<file path="src/rtl/nb_chain_pkg.sv">
// Shared mode encoding for the nonblocking register chain.
package nb_chain_pkg;

    typedef enum logic [1:0] {
        MODE_SHIFT  = 2'b00,
        MODE_RECIRC = 2'b01,
        MODE_SWAP   = 2'b10,
        MODE_HOLD   = 2'b11
    } mode_t;

endpackage

</file>
<file path="src/rtl/nb_chain_stage.sv">
// One chain stage: CH channels of WIDTH bits plus a valid bit.
// Loads the shift source, or rotates its own channels by one position.
module nb_chain_stage
    import nb_chain_pkg::*;
#(
    parameter int WIDTH = 1,
    parameter int CH    = 2
) (
    input  logic                  clk,
    input  logic                  rst_n,
    input  logic                  clear_i,
    input  logic                  en_i,
    input  logic                  rot_i,
    input  logic [CH*WIDTH-1:0]   d_i,
    input  logic                  vld_i,
    output logic [CH*WIDTH-1:0]   q_o,
    output logic                  vld_o
);

    logic [CH*WIDTH-1:0] q_q;
    logic [CH*WIDTH-1:0] q_d;
    logic [CH*WIDTH-1:0] rot_w;
    logic                vld_q;
    logic                vld_d;

    // Channel c takes channel c+1; the top channel wraps to channel 0.
    always_comb begin
        rot_w = q_q;
        for (int c = 0; c < CH; c++) begin
            rot_w[c*WIDTH +: WIDTH] = q_q[((c + 1) % CH)*WIDTH +: WIDTH];
        end
    end

    always_comb begin
        q_d   = q_q;
        vld_d = vld_q;
        if (clear_i) begin
            q_d   = '0;
            vld_d = 1'b0;
        end else if (en_i) begin
            if (rot_i) begin
                q_d = rot_w;
            end else begin
                q_d   = d_i;
                vld_d = vld_i;
            end
        end
    end

    always_ff @(posedge clk) begin
        if (!rst_n) begin
            q_q   <= '0;
            vld_q <= 1'b0;
        end else begin
            q_q   <= q_d;
            vld_q <= vld_d;
        end
    end

    assign q_o   = q_q;
    assign vld_o = vld_q;

endmodule

</file>
<file path="src/rtl/nb_shift_chain.sv">
// Multi-channel register chain with shift, ring recirculation, channel
// rotation and hold modes; tracks per-stage valids and an occupancy count.
module nb_shift_chain
    import nb_chain_pkg::*;
#(
    parameter int WIDTH = 1,
    parameter int CH    = 2,
    parameter int DEPTH = 2
) (
    input  logic                         clk,
    input  logic                         rst_n,
    input  logic                         en_i,
    input  logic                         flush_i,
    input  logic [1:0]                   mode_i,
    input  logic [CH*WIDTH-1:0]          data_i,
    input  logic                         valid_i,
    output logic [CH*WIDTH-1:0]          data_o,
    output logic                         valid_o,
    output logic [$clog2(DEPTH+1)-1:0]   occ_o
);

    localparam int OCC_W = $clog2(DEPTH + 1);

    mode_t               mode;
    logic                advance;
    logic                rot;
    logic [CH*WIDTH-1:0] head_d;
    logic                head_v;
    logic [CH*WIDTH-1:0] stage_q [DEPTH];
    logic [DEPTH-1:0]    vld_w;
    logic [OCC_W-1:0]    occ_q;
    logic [OCC_W-1:0]    occ_d;

    assign mode    = mode_t'(mode_i);
    assign advance = en_i && (mode != MODE_HOLD);
    assign rot     = (mode == MODE_SWAP);

    // Stage 0 is fed from the input word, or from the last stage to close the ring.
    assign head_d = (mode == MODE_RECIRC) ? stage_q[DEPTH-1] : data_i;
    assign head_v = (mode == MODE_RECIRC) ? vld_w[DEPTH-1]   : valid_i;

    for (genvar k = 0; k < DEPTH; k++) begin : g_stage
        logic [CH*WIDTH-1:0] src_d;
        logic                src_v;
        if (k == 0) begin : g_head
            assign src_d = head_d;
            assign src_v = head_v;
        end else begin : g_body
            assign src_d = stage_q[k-1];
            assign src_v = vld_w[k-1];
        end

        nb_chain_stage #(
            .WIDTH (WIDTH),
            .CH    (CH)
        ) u_stage (
            .clk     (clk),
            .rst_n   (rst_n),
            .clear_i (flush_i),
            .en_i    (advance),
            .rot_i   (rot),
            .d_i     (src_d),
            .vld_i   (src_v),
            .q_o     (stage_q[k]),
            .vld_o   (vld_w[k])
        );
    end

    // Only SHIFT moves valids into or out of the chain; bounded by DEPTH.
    always_comb begin
        occ_d = occ_q;
        if (flush_i) begin
            occ_d = '0;
        end else if (en_i && (mode == MODE_SHIFT)) begin
            occ_d = occ_q + OCC_W'(valid_i) - OCC_W'(vld_w[DEPTH-1]);
        end
    end

    always_ff @(posedge clk) begin
        if (!rst_n) begin
            occ_q <= '0;
        end else begin
            occ_q <= occ_d;
        end
    end

    assign data_o  = stage_q[DEPTH-1];
    assign valid_o = vld_w[DEPTH-1];
    assign occ_o   = occ_q;

endmodule

</file>
<file path="config.mk">
export PLATFORM = sky130hd
export DESIGN_NAME = nb_shift_chain
export DESIGN_NICKNAME = d
export VERILOG_FILES = /design/src/rtl/nb_chain_pkg.sv /design/src/rtl/nb_chain_stage.sv /design/src/rtl/nb_shift_chain.sv
export SDC_FILE = /design/constraint.sdc
export NUM_CORES = 1
export LEC_CHECK = 0
export ABC_AREA = 1
export BUFFER_PORTS_ARGS = -buffer_cell sky130_fd_sc_hd__buf_2
export CAP_MARGIN = 20
export CORE_AREA = 2 2 39 41
export CTS_BUF_LIST = sky130_fd_sc_hd__clkbuf_4
export DETAILED_ROUTE_END_ITERATION = 7
export DIE_AREA = 0 0 41 43
export GPL_ROUTABILITY_DRIVEN = 0
export MAX_ROUTING_LAYER = met4
export SYNTH_ARGS = -nofsm -noshare
export SYNTH_HDL_FRONTEND = slang
export SYNTH_HIERARCHICAL = 1
export SYNTH_SLANG_ARGS = --single-unit
</file>
<file path="constraint.sdc">
create_clock -name clk -period 1.7 [get_ports clk]
set_clock_uncertainty 0.1 [all_clocks]
set_input_delay 0 -clock clk [delete_from_list [all_inputs] [get_ports clk]]
set_output_delay 0 -clock clk [all_outputs]
set_load 0.01 [all_outputs]
</file>
# Word-level counts from Yosys, hierarchy flattened
# Index checks and enable logic that the tools add are counted.
[word_totals]
in_bits = 9
ff_bits = 8
elab_cells = 21
output_inout_bits = 5
[classes]
addsub = 2
n_bitwise = 2
reduce_logical = 5
eq_ne = 3
muxes = 4
[op_table]
columns = ["cell", "count"]
rows = [
  ["two-way mux 2 bit", 3],
  ["adder 2 x 1 -> 2 bit", 1],
  ["== test 2 x 1 -> 1 bit (second input constant)", 1],
  ["== test 2 bit (second input constant)", 1],
  ["logical AND 1 bit", 2],
  ["logical NOT 2 bit", 1],
  ["inequality test 2 bit (second input constant)", 1],
  ["inverter 1 bit", 2],
  ["AND reduction 2 bit", 1],
  ["OR reduction 2 bit", 1],
  ["subtractor 2 x 1 -> 2 bit", 1],
  ["two-way mux 1 bit", 1],
]

# Longest topological paths before layout
# Gate-level depths: netlist (run 1).
[logic_depth]
word_depth = 3
depth_mapped = 10
mapped_depth_nobuf = 10

# By module
# The synthesis (run 1) kept the hierarchy.
[by_module_without_submodules]
columns = ["mod", "instances", "area_per_inst_um2", "seq_area_each_um2", "cells_each"]
rows = [
  ["nb_chain_stage", 2, 153.9, 60.1, 26],
  ["nb_shift_chain", 1, 215.2, 40.0, 38],
]

# Worst setup path before layout (run 1)
# OpenSTA, ideal clock, no wires.
[synth_timing]
kind = "register to register"
from = "register occ_q[0] (netlist: occ_o[0])"
to = "register occ_q[1] (netlist: occ_o[1])"
arrival_ns = 1.191
path_stages_with_launch = 11
synth_period_minus_slack_ns = 1.406
setup_ns = 0.115
required_ns = 1.485
path_buffers = 0
slack_ns = 0.294
path_cell_list = "dfxtp_1 -> inv_1 -> ha_1 -> inv_1 -> ha_1 -> inv_1 -> nand2_1 -> nand2_1 -> nand3_1 -> nand2_1 -> nor2_1"
[synth_via]
elab_chain_len = 2
[synth_rtl]
columns = ["element", "line", "rtl"]
rows = [
  ["start: declaration", "nb_shift_chain.sv:31", "logic [OCC_W-1:0] occ_q;"],
  ["start signal: assignment", "nb_shift_chain.sv:81", "occ_q <= '0;"],
  ["start signal: assignment", "nb_shift_chain.sv:83", "occ_q <= occ_d;"],
  ["adder 2 x 1 -> 2 bit", "nb_shift_chain.sv:75", "occ_d = occ_q + OCC_W'(valid_i) - OCC_W'(vld_w[DEPTH-1]);"],
  ["subtractor 2 x 1 -> 2 bit", "nb_shift_chain.sv:75", ""],
]
# Every way passes these cells.
# A chain may end at the register's enable or synchronous reset.

# Worst setup path in the final report (run 1)
# Ends and elaborated chain as after synthesis.

==> summary.txt, run 1 <==
WS Path Type - reg2reg
Mapped Avg Cell Area - 5.811 µm²
Drt initial violations - 9
Tmin final - 1.402 ns
Die width - 41 µm
Highest clock rate - 0.7134 GHz
RSZ-0062 raised after global routing - false
Vias - 554
Fillers - 166
Core Region - 0.001384 mm²
CP arrival - 1.45 ns
Final non-filler cell total - 124
Setup tns final - 0 ns
I/O pin cnt - 14
FP Rows - 14
Layout cell share with drive strength beyond 1 - 23.15%
Final hold vios - 0
Post-DP HPWL - 872 µm
Post-Syn Nets - 101
CP required - 1.75 ns
CTS max path bufs - 2
Status - complete, no violations
Ant. Diodes - 0
Crit Path Max Fanout - 3
Antenna violations before repair - 0
Pwr/cell area - 670.5 mW/mm²
Period utilization - 82.45%
R2R Setup Slk - 0.30 ns
Drt pass-1 iters - 4
Clock sinks - 8
Net count, final - 121
Share of the synthesized area in the top cell type - 30.62%
TritonCTS clock tree - built
Cts bufs inserted - 3
Tightest Pin Transition - 0.4288 ns
Initial core utilization - 37.79%
Most common cell after layout, fill and taps aside - nand2_1
Dpl cells - 119
Slew headroom - 71.31%
Final setup fails - 0
Largest area contributor in the netlist - dfxtp_1
Hold WC Path Type - in2reg
First-pass GRT wire length - 1869 µm
Area Overhead vs Synth - 24.40%
Latest clock arrival within the worst-skew pair - 0.26 ns
Routed Antenna Nets - 0
Post-CTS setup buffers - 0
Vias per cell - 4.468
Post-synthesis cell count - 90
Largest net degree at the start of global routing - 13
Register area share after synthesis - 30.62%
Pins Over Slew Limit - 0
Synth Cell Area - 523.0 µm²
I/O Buffers - 13
CP startpoint kind - flop
Pleak - 0.3756 nW
Worst-path clk slew - 0.05 ns
Vias in the first global route - 498
Main area contributors after synthesis - dfxtp_1 (31%), nand2_1 (19%), inv_1 (11%)
Grt total ovfl - 0
Yosys cell types - 13
Power Total - 0.4362 mW
Max_cap viols - 0
DIE HEIGHT - 43 µm
CTS Root Cell - clkbuf_4
# DRC - 0
Synth warn - 6
DR WL/cell - 8.653 µm
Most frequent cells in the layout - nand2_1 (27), inv_1 (15), nor2_1 (14), buf_2 (13), nand3_1 (11)
Final WL - 1073 µm
Crit path capture type - flop
Tot GR Track Use - 16.41%
Die area - 0.001763 mm²
Seq cells post-synth - 8
Worst VDD drop - 0.0003792 V
Htree depth - 1
cells by family after synthesis:
family / synth area share [%]
flip-flops: 30.62
adder cells (fa/ha/maj): 4.784
AND/OR/NAND/NOR: 46.89
AO/OA/AOI/OAI: 3.826
buffers and inverters: 13.87
synthesized netlist by cell type:
master and n:
a21oi_1 3, clkinv_2 1, dfxtp_1 8, ha_1 2, inv_1 15, inv_2 3
nand2_1 27, nand2_2 3, nand3_1 11, nor2_1 14, nor2_2 1, nor2_4 1
o21ai_1 1
per-layer routing:
layer,share of wire [%],track usage [%],vias up
li1,-,-,305
met1,48,18.18,231
met2,44,23.75,14
met3,5.6,4.712,4
met4,2.3,12.00,0
met5,0,-,-
flip-flops by register name (all words and copies together), names as in the netlist:
signal / flops
g_stage.u_stage/q_o: 4
g_stage.u_stage/vld_o: 2
occ_o: 2
report_power, final:
| group | switching [mW] | leakage, nW | total, mW | internal, mW |
|---|---|---|---|---|
| clock | 0.0645 | 0.0138 | 0.145 | 0.0808 |
| combinational | 0.0536 | 0.297 | 0.0904 | 0.0369 |
| sequential | 0.00577 | 0.0651 | 0.200 | 0.195 |
| total | 0.124 | 0.376 | 0.436 | 0.312 |
path summary, 6_finish.rpt:
check	cells past startpoint	to	startpoint
hold / removal	5	occ_o[1]	rst_n
setup reg to reg	10	occ_o[1]	occ_o[0]
hold reg to reg	2	g_stage[0].u_stage/vld_o	g_stage[0].u_stage/vld_o
setup / recovery	10	occ_o[1]	occ_o[0]
critical path, stage by stage (launching register included):
cell	delay [ns]
dfxtp_1	0.34
inv_1	0.05
ha_1	0.26
inv_1	0.04
ha_1	0.18
inv_1	0.05
nand2_1	0.04
nand2_1	0.08
nand3_1	0.08
nand2_1	0.06
nor2_1	0.03
timing repair:
action,4_1_cts,5_1_grt
resized for setup,0,0
endpoints found under the hold margin,2,0
hold buffers,2,0
cell type report:
| type | instances | area [µm²] | share of cell area, % |
|---|---|---|---|
| multi-input cells | 63 | 290.3 | 44.62 |
| flip-flops and latches | 8 | 160.2 | 24.62 |
| clock buffers | 3 | 22.52 | 3.462 |
| repair buffers | 15 | 85.08 | 13.08 |
| well taps | 16 | 20.02 | 3.077 |
| inverters | 19 | 72.57 | 11.15 |
metrics by stage:
step / worst slack, ns / hold slack, ns / util, % / instance area (µm²)
global placement: 0.3337 / 0.1929 / 43.94 / 608.1
global route: 0.1085 / 0.03547 / 47.02 / 650.6
detailed placement: 0.2928 / 0.2025 / 43.94 / 608.1
CTS: 0.2815 / 0.002056 / 47.02 / 650.6
finish: 0.2983 / 0.008653 / 47.02 / 650.6
floorplan: 0.2938 / 0.04501 / - / 523.0
No activity file was read; power rests on OpenSTA's default activity.
==> run 2, diff against run 1 <==
--- a/config.mk
+++ b/config.mk
@@ -5,7 +5,7 @@
 export SDC_FILE = /design/constraint.sdc
 export NUM_CORES = 1
 export LEC_CHECK = 0
-export ABC_AREA = 1
+export ABC_AREA = 0
 export BUFFER_PORTS_ARGS = -buffer_cell sky130_fd_sc_hd__buf_2
 export CAP_MARGIN = 20
 export CORE_AREA = 2 2 39 41
==> constraint.sdc (replaced) <==
create_clock -name clk -period 1.15 [get_ports clk]
set_clock_uncertainty 0.1 [all_clocks]
set_input_delay 0 -clock clk [delete_from_list [all_inputs] [get_ports clk]]
set_output_delay 0 -clock clk [all_outputs]
set_load 0.01 [all_outputs]
==> summary.txt, run 2 <==
Slew headroom - 79.62%
CP arrival - 1.51 ns
Tot GR Track Use - 13.26%
Post-synth ARST share - 0%
Ant. Diodes - 0
Htree depth - 1
Count leader, synth - dfxtp_1
Worst setup margin - -0.3131 ns
Die width - 41 µm
Most common cell after layout, fill and taps aside - buf_2
Post-CTS setup buffers - 0
Register area share after synthesis - 34.32%
Latest clock arrival within the worst-skew pair - 0.25 ns
Vias - 398
First-pass GRT wire length - 1504 µm
FP Rows - 14
Main area contributors after synthesis - dfxtp_1 (34%), mux2i_1 (15%), and2b_2 (7.5%)
Post-synth top cells - dfxtp_1 (8), mux2i_1 (7), nor2_1 (6)
Logic gate share of total power - 17.9%
Largest net degree at the start of global routing - 9
Synth warn - 6
Routed Antenna Nets - 0
I/O pin cnt - 14
Yosys cell types - 16
CP startpoint kind - flop
Pleak - 0.2979 nW
Max_cap viols - 0
Core Util, Final - 49.55%
Post-DP HPWL - 703.6 µm
Top FF cell, synth - dfxtp_1
WS Path Type - reg2reg
Clk pwr share - 35.8%
Multi-input combinational cell area - 350.3 µm²
Final non-filler cell total - 85
Core Region - 0.001384 mm²
Post-synth EDFFs - 0
Synth Cell Area - 466.7 µm²
Clock sinks - 8
Final WL - 928 µm
Grt total ovfl - 0
Fillers - 136
Mapped Avg Cell Area - 10.15 µm²
Pint - 0.4671 mW
Highest clock rate - 0.6835 GHz
Hold WC Path Type - in2reg
Period utilization - 127.2%
Post-synthesis cell count - 46
I/O Buffers - 13
Failing checks - setup timing
Final setup fails - 2
Dpl cells - 80
Drt pass-1 iters - 2
Pins Over Slew Limit - 0
Largest area contributor in the netlist - dfxtp_1
Tmin final - 1.463 ns
Tightest Pin Transition - 0.3044 ns
# DRC - 0
Worst VDD drop - 0.0003731 V
DIE HEIGHT - 43 µm
Vias per cell - 4.682
Pwr/cell area - 910.0 mW/mm²
Final hold vios - 0
CTS max path bufs - 2
CTS Root Cell - clkbuf_4
Antenna violations before repair - 0
DR WL/cell - 10.92 µm
Initial core utilization - 33.73%
Status - complete, but fails checks
Layout cell share with drive strength beyond 1 - 56.52%
RSZ-0062 raised after global routing - true
Worst-path clk slew - 0.06 ns
Crit path capture type - flop
Die area - 0.001763 mm²
Drt initial violations - 3
Place WS - -0.3752 ns
CP required - 1.20 ns
Crit Path Max Fanout - 2
TritonCTS clock tree - built
Cts bufs inserted - 3
Seq cells post-synth - 8
Sw Ratio - 25.13%
Net count, final - 82
Area Overhead vs Synth - 46.92%
Post-Syn Nets - 57
Most frequent cells in the layout - buf_2 (13), mux2i_1 (7), nor2_1 (6), dfxtp_1 (6), buf_4 (5)
Vias in the first global route - 382
Reg power frac - 46.3%
Storage cell area - 162.7 µm²
Share of the synthesized area in the top cell type - 34.32%
Psw - 0.1568 mW
Number of flip-flops in the largest register - 4
run 2: cell types whose count changed in the layout (fill, tap and decap cells not counted), moves of 3 or more:
cell / change
a211oi_1: +4
a21oi_1: -3
and2b_2: +4
buf_4: +5
inv_1: -15
mux2i_1: +7
nand2_1: -27
nand2_2: -3
nand3_1: -11
nor2_1: -8
run 2: cell type report:
cell class	count	share of cell area [%]
tap	16	2.920
clock buffer	3	3.285
inverter	2	1.095
timing repair buffer	20	17.88
multi-input combinational	36	51.09
sequential	8	23.72
run 2: critical path: stages (launching register included):
cell,delay (ns)
dfxtp_2,0.33
inv_2,0.04
ha_4,0.25
inv_2,0.04
ha_4,0.16
xor2_4,0.15
a21oi_2,0.07
a31o_2,0.22
run 2: logic make-up (layout without fill, tap and decap cells):
family                   after synthesis  in the layout  synth area share [%]
multiplexers                          10             10                 22.25
buffers and inverters                  2             25                 1.609
XOR/XNOR                               1              1                 1.877
flip-flops                             8              8                 34.32
AO/OA/AOI/OAI                          7              7                 10.99
adder cells (fa/ha/maj)                2              2                 5.361
AND/OR/NAND/NOR                       16             16                 23.59
run 2: what timing repair did:
| action | 4_1_cts | 5_1_grt |
|---|---|---|
| endpoints found under the hold margin | 7 | 0 |
| resized for setup | 6 | 4 |
| hold buffers | 2 | 0 |
| endpoints found under the setup margin | 2 | 3 |
| pin swaps | 3 | 3 |
run 2: per-layer routing:
| metal | GRT usage [%] | wire (µm) | up-vias | share of wire (%) |
|---|---|---|---|---|
| met5 | - | 0 | - | 0 |
| met4 | 10.00 | 14 | 0 | 1.5 |
| met3 | 3.141 | 41 | 2 | 4.4 |
| met2 | 16.56 | 413 | 10 | 45 |
| met1 | 17.63 | 458 | 171 | 49 |
| li1 | - | - | 215 | - |
run 2: final timing paths:
kind | cells past startpoint | slack, ns | from | end
hold reg to reg | 2 | 0.41 | g_stage[0].u_stage/q_o[0] | g_stage[0].u_stage/q_o[0]
setup / recovery | 7 | -0.31 | occ_o[0] | occ_o[1]
setup reg to reg | 7 | -0.31 | occ_o[0] | occ_o[1]
hold / removal | 4 | 0.06 | mode_i[0] | occ_o[1]
run 2: through the flow:
stage / hold WS, ns / cell area (µm²) / power [mW] / TNS (ns)
after CTS: 0.06418 / 665.6 / 0.6249 / -0.4747
after global placement: 0.1132 / 590.6 / 0.3947 / -0.5191
final: 0.06087 / 685.7 / 0.6239 / -0.4527
after global routing: 0.08098 / 685.7 / 0.6547 / -0.5950
after floorplan: -0.03792 / 467.9 / 0.3552 / -0.5496
after detailed placement: 0.1109 / 590.6 / 0.3950 / -0.5878
run 2: power by group through the flow:
stage | logic [mW] | registers [mW] | clock network, mW
after floorplan | 0.0590 | 0.296 | 0
after global placement | 0.0999 | 0.295 | 0
after detailed placement | 0.0999 | 0.295 | 0
after CTS | 0.110 | 0.289 | 0.226
after global routing | 0.124 | 0.290 | 0.241
final | 0.112 | 0.289 | 0.224
==> run 3, diff against run 2 <==
--- a/config.mk
+++ b/config.mk
@@ -13,7 +13,7 @@
 export DETAILED_ROUTE_END_ITERATION = 7
 export DIE_AREA = 0 0 41 43
 export GPL_ROUTABILITY_DRIVEN = 0
-export MAX_ROUTING_LAYER = met4
+export REMOVE_ABC_BUFFERS = 1
 export SYNTH_ARGS = -nofsm -noshare
 export SYNTH_HDL_FRONTEND = slang
 export SYNTH_HIERARCHICAL = 1
==> summary.txt, run 3 (synthesis gave the netlist of run 2 again) <==
Status - complete, but fails checks
Failing checks - setup timing
Drt initial violations - 11
CP Launch Point - occ_o[0]
Tightest Pin Transition - 0.2468 ns
WS Path Type - reg2reg
Tot GR Track Use - 13.97%
Area Overhead vs Synth - 44.50%
Worst-path clk slew - 0.06 ns
Finished Cell Area - 674.4 µm²
CP arrival - 1.49 ns
Die area - 0.001763 mm²
Vias in the first global route - 411
CP startpoint kind - flop
CTS max path bufs - 2
Cells along the critical path - inv_2, ha_4, inv_2, ha_4, xor2_2, a21oi_1, a31o_2
Place WS - -0.3907 ns
Vias - 407
Tmin final - 1.448 ns
Final hold vios - 0
Cts bufs inserted - 3
Multi-input combinational cell area - 335.3 µm²
Worst R2R Start - occ_o[0]
Grt total ovfl - 0
Net count, final - 82
Slew headroom - 83.48%
Max_cap viols - 0
R2R Setup Slk - -0.30 ns
Core Region - 0.001384 mm²
Period utilization - 125.9%
Hold path depth - 3
End of the worst hold path - occ_o[1]
RSZ-0062 raised after global routing - true
CP required - 1.20 ns
Pins Over Slew Limit - 0
R2R cell count - 7
I/O pin cnt - 14
Htree depth - 1
FP Rows - 14
# DRC - 0
Setup tns final - -0.4591 ns
Largest net degree at the start of global routing - 8
Drt pass-1 iters - 4
Die width - 41 µm
Antenna violations before repair - 0
Layout cell share with drive strength beyond 1 - 55.07%
DR WL/cell - 11.53 µm
First-pass GRT wire length - 1669 µm
Post-DP HPWL - 696.9 µm
Hold WC Path Type - in2reg
CP max stage delay - 0.33 ns
R2r endpoint - occ_o[1]
Post-DP Area - 589.3 µm²
Final non-filler cell total - 85
Final WL - 980 µm
Pwr/cell area - 919.8 mW/mm²
CTS Root Cell - clkbuf_4
Storage cell area - 162.7 µm²
Clock sinks - 8
Dpl cells - 80
Hold Worst Slack - 0.05576 ns
Most common cell after layout, fill and taps aside - buf_2
Most frequent cells in the layout - buf_2 (13), mux2i_1 (7), nor2_1 (6), dfxtp_1 (6)
Power Total - 0.6203 mW
DIE HEIGHT - 43 µm
Vias per cell - 4.788
Worst setup margin - -0.2975 ns
Fillers - 129
Initial core utilization - 33.73%
Worst VDD drop - 0.0005742 V
Ant. Diodes - 0
Pleak - 0.2964 nW
Hold path start - mode_i[0]
Highest clock rate - 0.6908 GHz
Final setup fails - 2
Crit path capture type - flop
Routed Antenna Nets - 0
Core Util, Final - 48.73%
Crit Path Max Fanout - 2
CP max stage cell - dfxtp_2
Number of flip-flops in the largest register - 4
TritonCTS clock tree - built
I/O Buffers - 13
Latest clock arrival within the worst-skew pair - 0.25 ns
-- run 3: cell counts in the layout (fill, tap and decap cells not counted) --
Identical to the previous run, type by type.
-- run 3: area by class of cell --
class / instances / area share [%]
multi-input combinational: 36 / 49.72
clock buffer: 3 / 3.340
inverter: 2 / 1.113
timing repair buffer: 20 / 18.74
sequential: 8 / 24.12
tap: 16 / 2.968
-- run 3: repair_timing --
action | 4_1_cts | 5_1_grt
cloned | 0 | 0
hold endpoints to repair | 4 | 0
resized for setup | 7 | 3
buffers inserted | 0 | 0
setup endpoints to repair | 2 | 3
hold buffers | 2 | 0
pin swaps | 3 | 2
-- run 3: worst max path at each step --
stage	endpoint	slack, ns	depth (start not counted)
after floorplan	occ_o[1]	-0.39	7
after global placement	occ_o[1]	-0.36	7
after detailed placement	occ_o[1]	-0.39	7
after CTS	occ_o[1]	-0.33	7
after global routing	occ_o[1]	-0.38	7
final	occ_o[1]	-0.30	7
-- run 3: worst max-delay path, delay by kind of cell (launching register included) --
kind / cells / cell delay (ns)
buffers and inverters: 2 / 0.09
AOI/OAI and AO/OA: 2 / 0.29
DFF: 1 / 0.33
adders and majority gates: 2 / 0.40
xor gates and xnor gates: 1 / 0.14
-- run 3: routing by layer --
metal  part of all wire, %  up-vias  track usage (%)
met5                     0        -                0
met4                     0        0            4.000
met3                   6.6        0            6.283
met2                    51       13            22.19
met1                    43      180            16.13
li1                      -      214                -
-- run 3: power breakdown --
group	total (mW)	internal, mW	switching [mW]	leakage [nW]
Combinational	0.112	0.0639	0.0480	0.217
Clock	0.219	0.120	0.0991	0.0138
Sequential	0.290	0.284	0.00530	0.0659
